$ cat src/rtl/id_scoreboard.sv
// id_scoreboard: per-register pending tracker for in-order issue; o_stall is combinational, state updates next edge.
// Backpressure: o_stall holds decode. SCOREBOARD_BYPASS_EN: registers resolving this cycle forward instead of stalling.
module id_scoreboard #(
  parameter int NUM_REGS = 32,
  parameter int MAX_LAT  = 4,
  parameter int MAX_OUT  = 2,
  localparam int RAW = $clog2(NUM_REGS),
  localparam int LW  = $clog2(MAX_LAT + 1),
  localparam int CW  = $clog2(MAX_OUT + 1)
) (
  input  logic           clk,
  input  logic           rst,
  input  logic           i_issue_valid,
  input  logic [RAW-1:0] i_Rs1,
  input  logic [RAW-1:0] i_Rs2,
  input  logic           i_use_Rs1,
  input  logic           i_use_Rs2,
  input  logic [RAW-1:0] i_Rd,
  input  logic           i_ctrl_RegWrite,
  input  logic           i_ctrl_Long,
  input  logic [LW-1:0]  i_Lat,
  input  logic           i_flush,
  input  logic           i_cmpl_valid,
  input  logic [RAW-1:0] i_cmpl_Rd,
  output logic           o_stall,
  output logic [CW-1:0]  o_long_cnt,
  output logic           o_idle,
  output logic           o_err
);

  logic [NUM_REGS-1:0] long_q;
  logic [LW-1:0]       cnt_q [NUM_REGS];
  logic [CW-1:0]       long_cnt_q;
  logic                err_q;

  logic [NUM_REGS-1:0] pending;
  logic [NUM_REGS-1:0] blocking;
`ifdef SCOREBOARD_BYPASS_EN
  logic [NUM_REGS-1:0] resolving;
`endif

  logic hazard, fire, fix_fire, long_fire, lat_bad, cmpl_hit, cmpl_stray;

  always_comb begin
    for (int r = 0; r < NUM_REGS; r++) begin
      pending[r] = (r != 0) && (long_q[r] || (cnt_q[r] != '0));
`ifdef SCOREBOARD_BYPASS_EN
      // A value landing this cycle is forwarded, so it no longer blocks.
      resolving[r] = (cnt_q[r] == LW'(1)) ||
                     (i_cmpl_valid && (i_cmpl_Rd == RAW'(r)) && long_q[r]);
      blocking[r]  = pending[r] && !resolving[r];
`else
      blocking[r]  = pending[r];
`endif
    end
  end

  always_comb begin
    hazard = i_issue_valid && !i_flush &&
             ((i_use_Rs1 && blocking[i_Rs1]) ||
              (i_use_Rs2 && blocking[i_Rs2]) ||
              (i_ctrl_RegWrite && blocking[i_Rd]) ||
              (i_ctrl_Long && i_ctrl_RegWrite && (long_cnt_q == CW'(MAX_OUT))));
    fire       = i_issue_valid && !i_flush && !hazard && i_ctrl_RegWrite && (i_Rd != '0);
    fix_fire   = fire && !i_ctrl_Long;
    long_fire  = fire && i_ctrl_Long;
    lat_bad    = (i_Lat == '0) || (i_Lat > LW'(MAX_LAT));
    cmpl_hit   = i_cmpl_valid && long_q[i_cmpl_Rd];
    cmpl_stray = i_cmpl_valid && !long_q[i_cmpl_Rd];
  end

  always_ff @(posedge clk or posedge rst) begin
    if (rst) begin
      long_q     <= '0;
      long_cnt_q <= '0;
      err_q      <= 1'b0;
      for (int r = 0; r < NUM_REGS; r++) cnt_q[r] <= '0;
    end else begin
      for (int r = 0; r < NUM_REGS; r++) begin
        if (cnt_q[r] != '0) cnt_q[r] <= cnt_q[r] - LW'(1);
      end
      if (cmpl_hit) long_q[i_cmpl_Rd] <= 1'b0;
      // A new issue overrides aging/completion on the same register.
      if (fix_fire)  cnt_q[i_Rd]  <= lat_bad ? LW'(MAX_LAT) : i_Lat;
      if (long_fire) long_q[i_Rd] <= 1'b1;
      case ({long_fire, cmpl_hit})
        2'b10:   long_cnt_q <= long_cnt_q + CW'(1);
        2'b01:   long_cnt_q <= long_cnt_q - CW'(1);
        default: long_cnt_q <= long_cnt_q;
      endcase
      if ((fix_fire && lat_bad) || cmpl_stray) err_q <= 1'b1;
    end
  end

  assign o_stall    = hazard;
  assign o_long_cnt = long_cnt_q;
  assign o_idle     = ~|pending;
  assign o_err      = err_q;

endmodule

$ cat config.mk
export PLATFORM = sky130hd
export DESIGN_NAME = id_scoreboard
export DESIGN_NICKNAME = d
export VERILOG_FILES = /design/src/rtl/id_scoreboard.sv
export SDC_FILE = /design/constraint.sdc
export NUM_CORES = 1
export LEC_CHECK = 0
export BUFFER_PORTS_ARGS = -buffer_cell sky130_fd_sc_hd__buf_2
export CAP_MARGIN = 20
export CORE_MARGIN = 2
export CORE_UTILIZATION = 44
export CTS_CLUSTER_DIAMETER = 200
export DETAILED_ROUTE_END_ITERATION = 8
export GPL_TIMING_DRIVEN = 0
export PLACE_DENSITY = 0.59
export SLEW_MARGIN = 20
export SYNTH_ARGS = -nofsm -noshare
export SYNTH_HDL_FRONTEND = slang
export SYNTH_SLANG_ARGS = --single-unit
$ cat constraint.sdc
create_clock -name clk -period 5.55 [get_ports clk]
set_input_delay 1.11 -clock clk [delete_from_list [all_inputs] [get_ports clk]]
set_output_delay 1.11 -clock clk [all_outputs]
set_load 0.05 [all_outputs]
==> Word-level counts from Yosys, hierarchy flattened <==
Cells that the tools add are included.
Widths: inputs -> output; s select.
{ "op_classes": {"n_addsub": 34, "magnitude_cmp": 9, "eq_ne": 3, "muxes": 52, "bitwise_logic": 4, "reduce_logical": 95} }
{ "op_table": {"columns": ["cell", "count"], "rows": [
  ["$mux 3", 34],
  ["$bwmux 96", 1],
  ["$mux 96", 1],
  ["$reduce_bool 3->1", 32],
  ["$sub 3x1->3 const B", 32],
  ["$mux 32", 2],
  ["$logic_or 1x1->1", 36],
  ["$and 32x32->32", 1],
  ["$not 32->32", 1],
  ["$or 32x32->32", 1],
  ["$reduce_or 31->1", 1],
  ["$lt 5x6->1 const B", 4],
  ["$bmux 1 s5", 4],
  ["$logic_and 1x1->1", 18],
  ["$demux 3 s5", 1],
  ["$demux 1 s5", 2],
  ["$ge 5x1->1 const B", 2],
  ["$ge 6x6->1 const B", 1],
  ["$lt 6x1->1 const B", 1],
  ["$mux 1", 6],
  ["$not 5->6", 1],
  ["$logic_not 1->1", 5],
  ["$reduce_bool 5->1", 1],
  ["$eq 2x2->1 const B", 2],
  ["other kinds (7)", 7]
]} }
{ "totals": {"reg_bits": 131, "input_bits": 32, "output_inout_bits": 5} }

==> Logic depth before layout (Yosys ltp) <==
Gate-level depths: netlist (run 1).
{ "depth": {"word_depth": 16, "depth_mapped": 14, "ltp_nobuf": 13} }

==> Least setup slack after synthesis (run 1) <==
Ideal clock, no wire load.
{ "synth_timing": {"kind": "register to output", "start": "register cnt_q[27] (netlist name)", "end": "output o_idle", "arrival_ns": 3.139, "t_required_ns": 4.440, "setup_slack_ns": 1.301, "path_stages_with_launch": 8, "path_cell_list": "dfrtp_1 inv_1 ha_1 or3b_1 nor2_1 nand3_1 or4_1 nor4_1"} }
{ "synth_via": {"elab_chain_len": 4} }
{ "synth_lines": {"columns": ["item", "line", "rtl"], "rows": [
  ["from (decl)", "32", "logic [LW-1:0] cnt_q [NUM_REGS];"],
  ["from (signal, indexed assignment)", "84", "if (fix_fire) cnt_q[i_Rd] <= lat_bad ? LW'(MAX_LAT) : i_Lat;"],
  ["$reduce_bool 3->1", "46", "pending[r] = (r != 0) && (long_q[r] || (cnt_q[r] != '0));"],
  ["$logic_or 1x1->1", "46", null],
  ["$reduce_or 31->1", "97", "assign o_idle = ~|pending;"],
  ["$logic_not 1->1", "97", null],
  ["to (decl)", "27", "output logic o_idle,"]
]} }
No other way between the ends.

==> Worst setup path in the final report (run 1) <==
{ "layout_timing": {"start": "input i_Rd[0]", "end": "output o_stall"} }
{ "layout_via": {"elab_chain_len": 6} }
{ "layout_lines": {"columns": ["item", "line", "rtl"], "rows": [
  ["from (decl)", "18", "input logic [RAW-1:0] i_Rd,"],
  ["$bmux 1 s5", "62", "(i_ctrl_RegWrite && blocking[i_Rd]) ||"],
  ["$mux 1 (implied by the code)", "62", null],
  ["$logic_and 1x1->1", "62", null],
  ["$logic_or 1x1->1", "61", "(i_use_Rs2 && blocking[i_Rs2]) ||"],
  ["$logic_or 1x1->1", "62", null],
  ["$logic_and 1x1->1", "59", "hazard = i_issue_valid && !i_flush &&"],
  ["to (decl)", "25", "output logic o_stall,"]
]} }
No other way between the ends. The select of a mux whose other input is x is not followed.

==> flow_summary.ini, run 1 <==
[clocking]
cts_setup_buffers = 0
cts_sinks = 128
cts.clk_slew.worst_paths_ns = 0.06
cts_buffer_depth = 2
cts_made_buffers = 17
ctsRootBufferMaster = clkbuf_16
cts.repair.resized = 0
cts_hold_buf = 0
clk_latency_ns = 0.43
cts-htree-levels = 4
cts_tree = built

[placed_design]
dp_hpwl_mm = 19.9
dp_slack_ns = 0.831
port_buffers = 33
gp_congestion = 1.01

[synthesis]
async_reset_ff_frac = 1.00
synthFlopType = dfrtp_1
netlist_area_sq_um = 9120
synth_edf_count = 0
synthTopCellsByArea = dfrtp_1, mux2i_1, ha_1, o21ai_0, inv_1
ys_seq_elements = 128
synth_largest_area_cell = dfrtp_1
synth_area_per_cell_sq_um = 9.72
postSynthCellCount = 938
ys_warn_count = 0
ys_types = 73
synthesis.nets = 1034
seq_area_frac_synth = 0.351
synth_top_area_frac = 0.351

[routing]
drc = 0
drt_iter0_markers = 638
wl_mm = 27.4
vias = 7476
via_per_inst = 5.87
drt-wirelength-per-cell_um = 21.5
firstDrtPassIters = 6
final_antenna_net_count = 0

[run]
maxCapViolCount = 0

[setup_path]
cp_common_cell = buf_2
timing.rr.start = cnt_q[3]$_DFF_PP0_
path_class = primary input to primary output
slowest_delay_ns = 0.58
path_cells = buf_2 -> or2_2 -> clkbuf_1 -> nor2_1 -> a221o_1 -> nor4_1 -> nand3_1 -> nand3_4 -> o21a_1 -> buf_2
startpoint = i_Rd[0]
r2r_slack_ns = 1.72
worst_ep_required_time_ns = 4.44
crit_path_end_kind = primary output
cp.arrival_ns = 3.70
cp-start-kind = primary input
rr_endpoint = o_long_cnt[1]$_DFFE_PP0P_
path_max_fanout = 10
reg2reg_depth = 12
slowest_stage = clkbuf_1

[finish]
fillers = 1913
final_common_cell = dfrtp_1
final_cell_mix = dfrtp_1, o21ai_0, mux2i_1, inv_1, ha_1
final_layout_size_suffix_gt1_frac = 0.145
multi_input_area_sq_um = 5450
synthToLayoutAreaGrowth_pct = 12.6
seq_area_sq_um = 3200
antennaDiodeCount = 0
layout.nets = 1087

[sta]
fmax_ghz = 0.208
min_period_ns = 4.81
worstMarginPinSlew_ns = 1.10
setup_viol = 0
slew_viol_final = 0
hold-worst-slack_ns = 0.493
hold_viol = 0
relSlewSlack = 0.264
period_share = 0.867
tns_ns = 0
skew_ns = 0.00795
rsz0062_at_grt = no
fin_ws_ns = 0.740

[floorplan]
io_pins = 37
core-area_sq_um = 20300
die_h_um = 148
rows = 52
die-area_sq_um = 21900
die_w_um = 148
start_util = 0.449

[global_routing]
grt_overflow_total = 0
grt_pass1_vias = 7403
grt_max_degree = 76
antenna_found_initial = 0
grt_usage = 0.260
grt_first_pass_wirelength_mm = 42.7

[power]
leakage_nw = 4.21
power_density_nw_per_um2 = 484
power.internal_mw = 3.06
p_sw_frac = 0.384
power_switching_mw = 1.91
power_frac_seq = 0.323
pwr-share-comb = 0.438
ir_drop_v = 0.000257
pwr-share-clk = 0.239

[run_status]
run_status = completed

[hold_path]
hp-start = long_q[0]$_DFF_PP0_
min_to = long_q[0]$_DFF_PP0_
whs_path_depth = 1
worstHoldPathType = register to register
[Yosys cell counts (all sizes together) (6+ instances only)]
master / n
a2111oi: 7
a211oi: 7
a21oi: 12
buf: 12
clkbuf: 24
dfrtp: 128
ha: 64
inv: 79
mux2i: 95
mux4: 13
nand2: 49
nand2b: 44
nand3: 17
nand3b: 6
nand4: 7
nor2: 46
nor3: 34
nor3b: 27
nor4b: 10
o21ai: 117
o31ai: 8
o41ai: 11
or2: 12
or3b: 6
xnor2: 33
[critical path: cells and delay by family]
kind / cells / cell delay (ns)
buffers and inverters: 3 / 0.98
AOI/OAI and AO/OA: 2 / 0.46
and+or+nand+nor: 5 / 1.14
[logic make-up (layout without fill, tap and decap cells)]
logic type | count (synthesis) | in the layout | share of synthesized area
adders and majority gates | 64 | 64 | 0.0878
xor gates and xnor gates | 34 | 34 | 0.0327
buffers and inverters | 116 | 182 | 0.0510
AOI/OAI and AO/OA | 194 | 194 | 0.137
DFF | 128 | 128 | 0.351
muxes | 112 | 112 | 0.141
and+or+nand+nor | 290 | 290 | 0.199
[through the flow]
stage	instance area, sq um	cells	power (mW)	util
6_report	10300	1274	4.98	0.506
5_1_grt	10300	1274	5.40	0.506
4_1_cts	10300	1274	5.00	0.506
3_5_place_dp	9660	1242	3.79	0.476
3_3_place_gp	9620	1241	3.72	0.474
2_1_floorplan	9120	938	3.30	-
[power by group through the flow]
stage | sequential (mW) | combinational (mW) | clock [mW]
global route | 1.66 | 2.50 | 1.24
floorplan | 1.58 | 1.72 | 0
detailed placement | 1.61 | 2.18 | 0
CTS | 1.61 | 2.19 | 1.20
finish | 1.61 | 2.18 | 1.19
global placement | 1.61 | 2.11 | 0
[final cells by class]
cell class | count | area share
Timing Repair Buffer | 34 | 0.0188
Inverter | 80 | 0.0300
Clock buffer | 20 | 0.0445
Tap cell | 270 | 0.0329
Buffer | 36 | 0.0161
Sequential cell | 128 | 0.312
Multi-Input combinational cell | 694 | 0.531
Clock inverter | 12 | 0.0153
[how the worst max path moves through the flow]
stage                                      to  cells past startpoint  slack [ns]
after floorplan            cnt_q[0]$_DFF_PP0_                      1        1.03
after global placement    cnt_q[33]$_DFF_PP0_                      2       -0.83
after detailed placement              o_stall                     10        0.83
after CTS                             o_stall                     10        0.83
after global routing                  o_stall                     10        0.63
final                                 o_stall                     10        0.74
[sequential cells by signal (all words and copies together) (netlist names)]
name        flops
cnt_q          93
o_long_cnt      2
long_q         32
o_err           1
[layer usage]
metal  up-vias  global-route usage  share of wire
met4         0              0.0924          0.031
met3        47              0.0620          0.079
li1       3487                   -              -
met1      3632               0.357           0.44
met2       310               0.402           0.45
met5         -                   0              0
Note: power is estimated with default switching activity, not from simulation.
==> run 2, diff against run 1 <==
--- a/config.mk
+++ b/config.mk
@@ -7,7 +7,7 @@
 export LEC_CHECK = 0
 export BUFFER_PORTS_ARGS = -buffer_cell sky130_fd_sc_hd__buf_2
 export CAP_MARGIN = 20
-export CORE_MARGIN = 2
+export CORE_ASPECT_RATIO = 1.2
 export CORE_UTILIZATION = 44
 export CTS_CLUSTER_DIAMETER = 200
 export DETAILED_ROUTE_END_ITERATION = 8
==> constraint.sdc (replaced) <==
create_clock -name clk -period 5.8 [get_ports clk]
set_input_delay 1.16 -clock clk [delete_from_list [all_inputs] [get_ports clk]]
set_output_delay 1.16 -clock clk [all_outputs]
set_load 0.05 [all_outputs]
==> run 2 against run 1 <==
  * Clock-buffer cell count increased by 5
  * Register-to-register slack improved by 0.23 ns
  * Combinational power decreased by 4%
  * Global-route usage increased by 0.46 points
  * Hold slack improved by 0.00068 ns
  * Via count decreased by 0.64%
  * Clock skew increased by 0.0039 ns
  * Core utilization decreased by 0.20 points
  * Routed wire length decreased by 1.2%
  * Sequential power decreased by 4%
==> flow_summary.ini, run 2 (synthesis results as in run 1) <==
[floorplan]
io_pins = 37
rows = 57
die_h_um = 160
die-area_sq_um = 21300
core-area_sq_um = 20300
die_w_um = 133
start_util = 0.450

[clocking]
cts_made_buffers = 17
cts_buffer_depth = 2
cts.clk_slew.worst_paths_ns = 0.06
cts.repair.resized = 0
cts_tree = built
ctsRootBufferMaster = clkbuf_16
cts-htree-levels = 4
cts_setup_buffers = 0
cts_sinks = 128
cts_hold_buf = 0
clk_latency_ns = 0.43

[routing]
final_antenna_net_count = 0
via_per_inst = 5.86
wl_mm = 27.1
drc = 0
drt-wirelength-per-cell_um = 21.3
firstDrtPassIters = 5
vias = 7428
drt_iter0_markers = 475

[setup_path]
cp-start-kind = primary input
cp.arrival_ns = 3.95
crit_path_end_kind = primary output
path_class = primary input to primary output
worst_ep_required_time_ns = 4.64
path_max_fanout = 10

[hold_path]
worstHoldPathType = register to register

[sta]
hold_viol = 0
fin_ws_ns = 0.692
fmax_ghz = 0.196
min_period_ns = 5.11
rsz0062_at_grt = no
worstMarginPinSlew_ns = 1.14
skew_ns = 0.0119
period_share = 0.881
relSlewSlack = 0.241
slew_viol_final = 0
setup_viol = 0

[finish]
final_cell_mix = dfrtp_1, o21ai_0, mux2i_1, inv_1, ha_1
final_common_cell = dfrtp_1
largest-register = cnt_q
utilization = 0.504
synthToLayoutAreaGrowth_pct = 11.9
largest_register_ffs = 93
antennaDiodeCount = 0
final_layout_size_suffix_gt1_frac = 0.140
layout.nets = 1087

[power]
power_density_nw_per_um2 = 458
ir_drop_v = 0.000224
leakage_nw = 4.19
p_total_mw = 4.68

[global_routing]
grt_pass1_vias = 7179
grt_max_degree = 88
grt_overflow_total = 0
grt_first_pass_wirelength_mm = 42.1
grt_usage = 0.264
antenna_found_initial = 0

[placed_design]
port_buffers = 33
gp_congestion = 0.967
dp_hpwl_mm = 19.8
dp_slack_ns = 0.758

[run]
maxCapViolCount = 0

[run_status]
run_status = completed
==> run 2: through the flow <==
| stage | setup TNS, ns | cell area, sq um | hold slack (ns) | std cells |
|---|---|---|---|---|
| 2_1_floorplan | 0 | 9120 | 0.453 | 938 |
| 3_3_place_gp | -70.97 | 9620 | 0.472 | 1236 |
| 3_5_place_dp | 0 | 9650 | 0.482 | 1237 |
| 4_1_cts | 0 | 10200 | 0.495 | 1268 |
| 5_1_grt | 0 | 10200 | 0.507 | 1268 |
| 6_report | 0 | 10200 | 0.494 | 1268 |
==> run 2: cell type report <==
cell class | instances | area, sq um
multi-input combinational | 694 | 5450
clock inverter | 6 | 82.6
clock buffer | 25 | 475
timing repair buffer | 34 | 193
fill | 1958 | 10000
sequential | 128 | 3200
tap | 265 | 332
buffer | 36 | 165
inverter | 80 | 308
==> run 2: layer usage <==
metal  GRT usage  part of all wire  wire (um)
met1       0.350              0.43      11700
met2       0.426              0.47      12800
met3      0.0448             0.063       1690
met4       0.112             0.032        863
met5           0                 0          0
==> run 2: path summary, 6_finish.rpt <==
check                               startpoint                         to  slack (ns)  cells after the start
max                                    i_Rd[0]                    o_stall        0.69                     10
max in group asynchronous                  rst       long_q[15]$_DFF_PP0_        4.34                      3
min                        long_q[0]$_DFF_PP0_        long_q[0]$_DFF_PP0_        0.49                      1
min in group asynchronous                  rst         cnt_q[4]$_DFF_PP0_        0.71                      2
min reg2reg                long_q[0]$_DFF_PP0_        long_q[0]$_DFF_PP0_        0.49                      1
max reg2reg                cnt_q[54]$_DFF_PP0_  o_long_cnt[1]$_DFFE_PP0P_        1.95                     13
==> run 2: critical path, stage by stage <==
cell,delay [ns]
buf_2,0.13
nand2b_1,0.07
clkbuf_1,0.61
o41ai_1,0.23
a221o_1,0.33
nor4_1,0.49
nand3_1,0.28
nand3_4,0.20
o21a_1,0.17
buf_2,0.27
==> run 2: power breakdown <==
part           internal, mW  total [mW]  switching (mW)
combinational         0.953        2.09            1.13
clock                 0.650        1.05           0.399
sequential             1.27        1.54           0.265
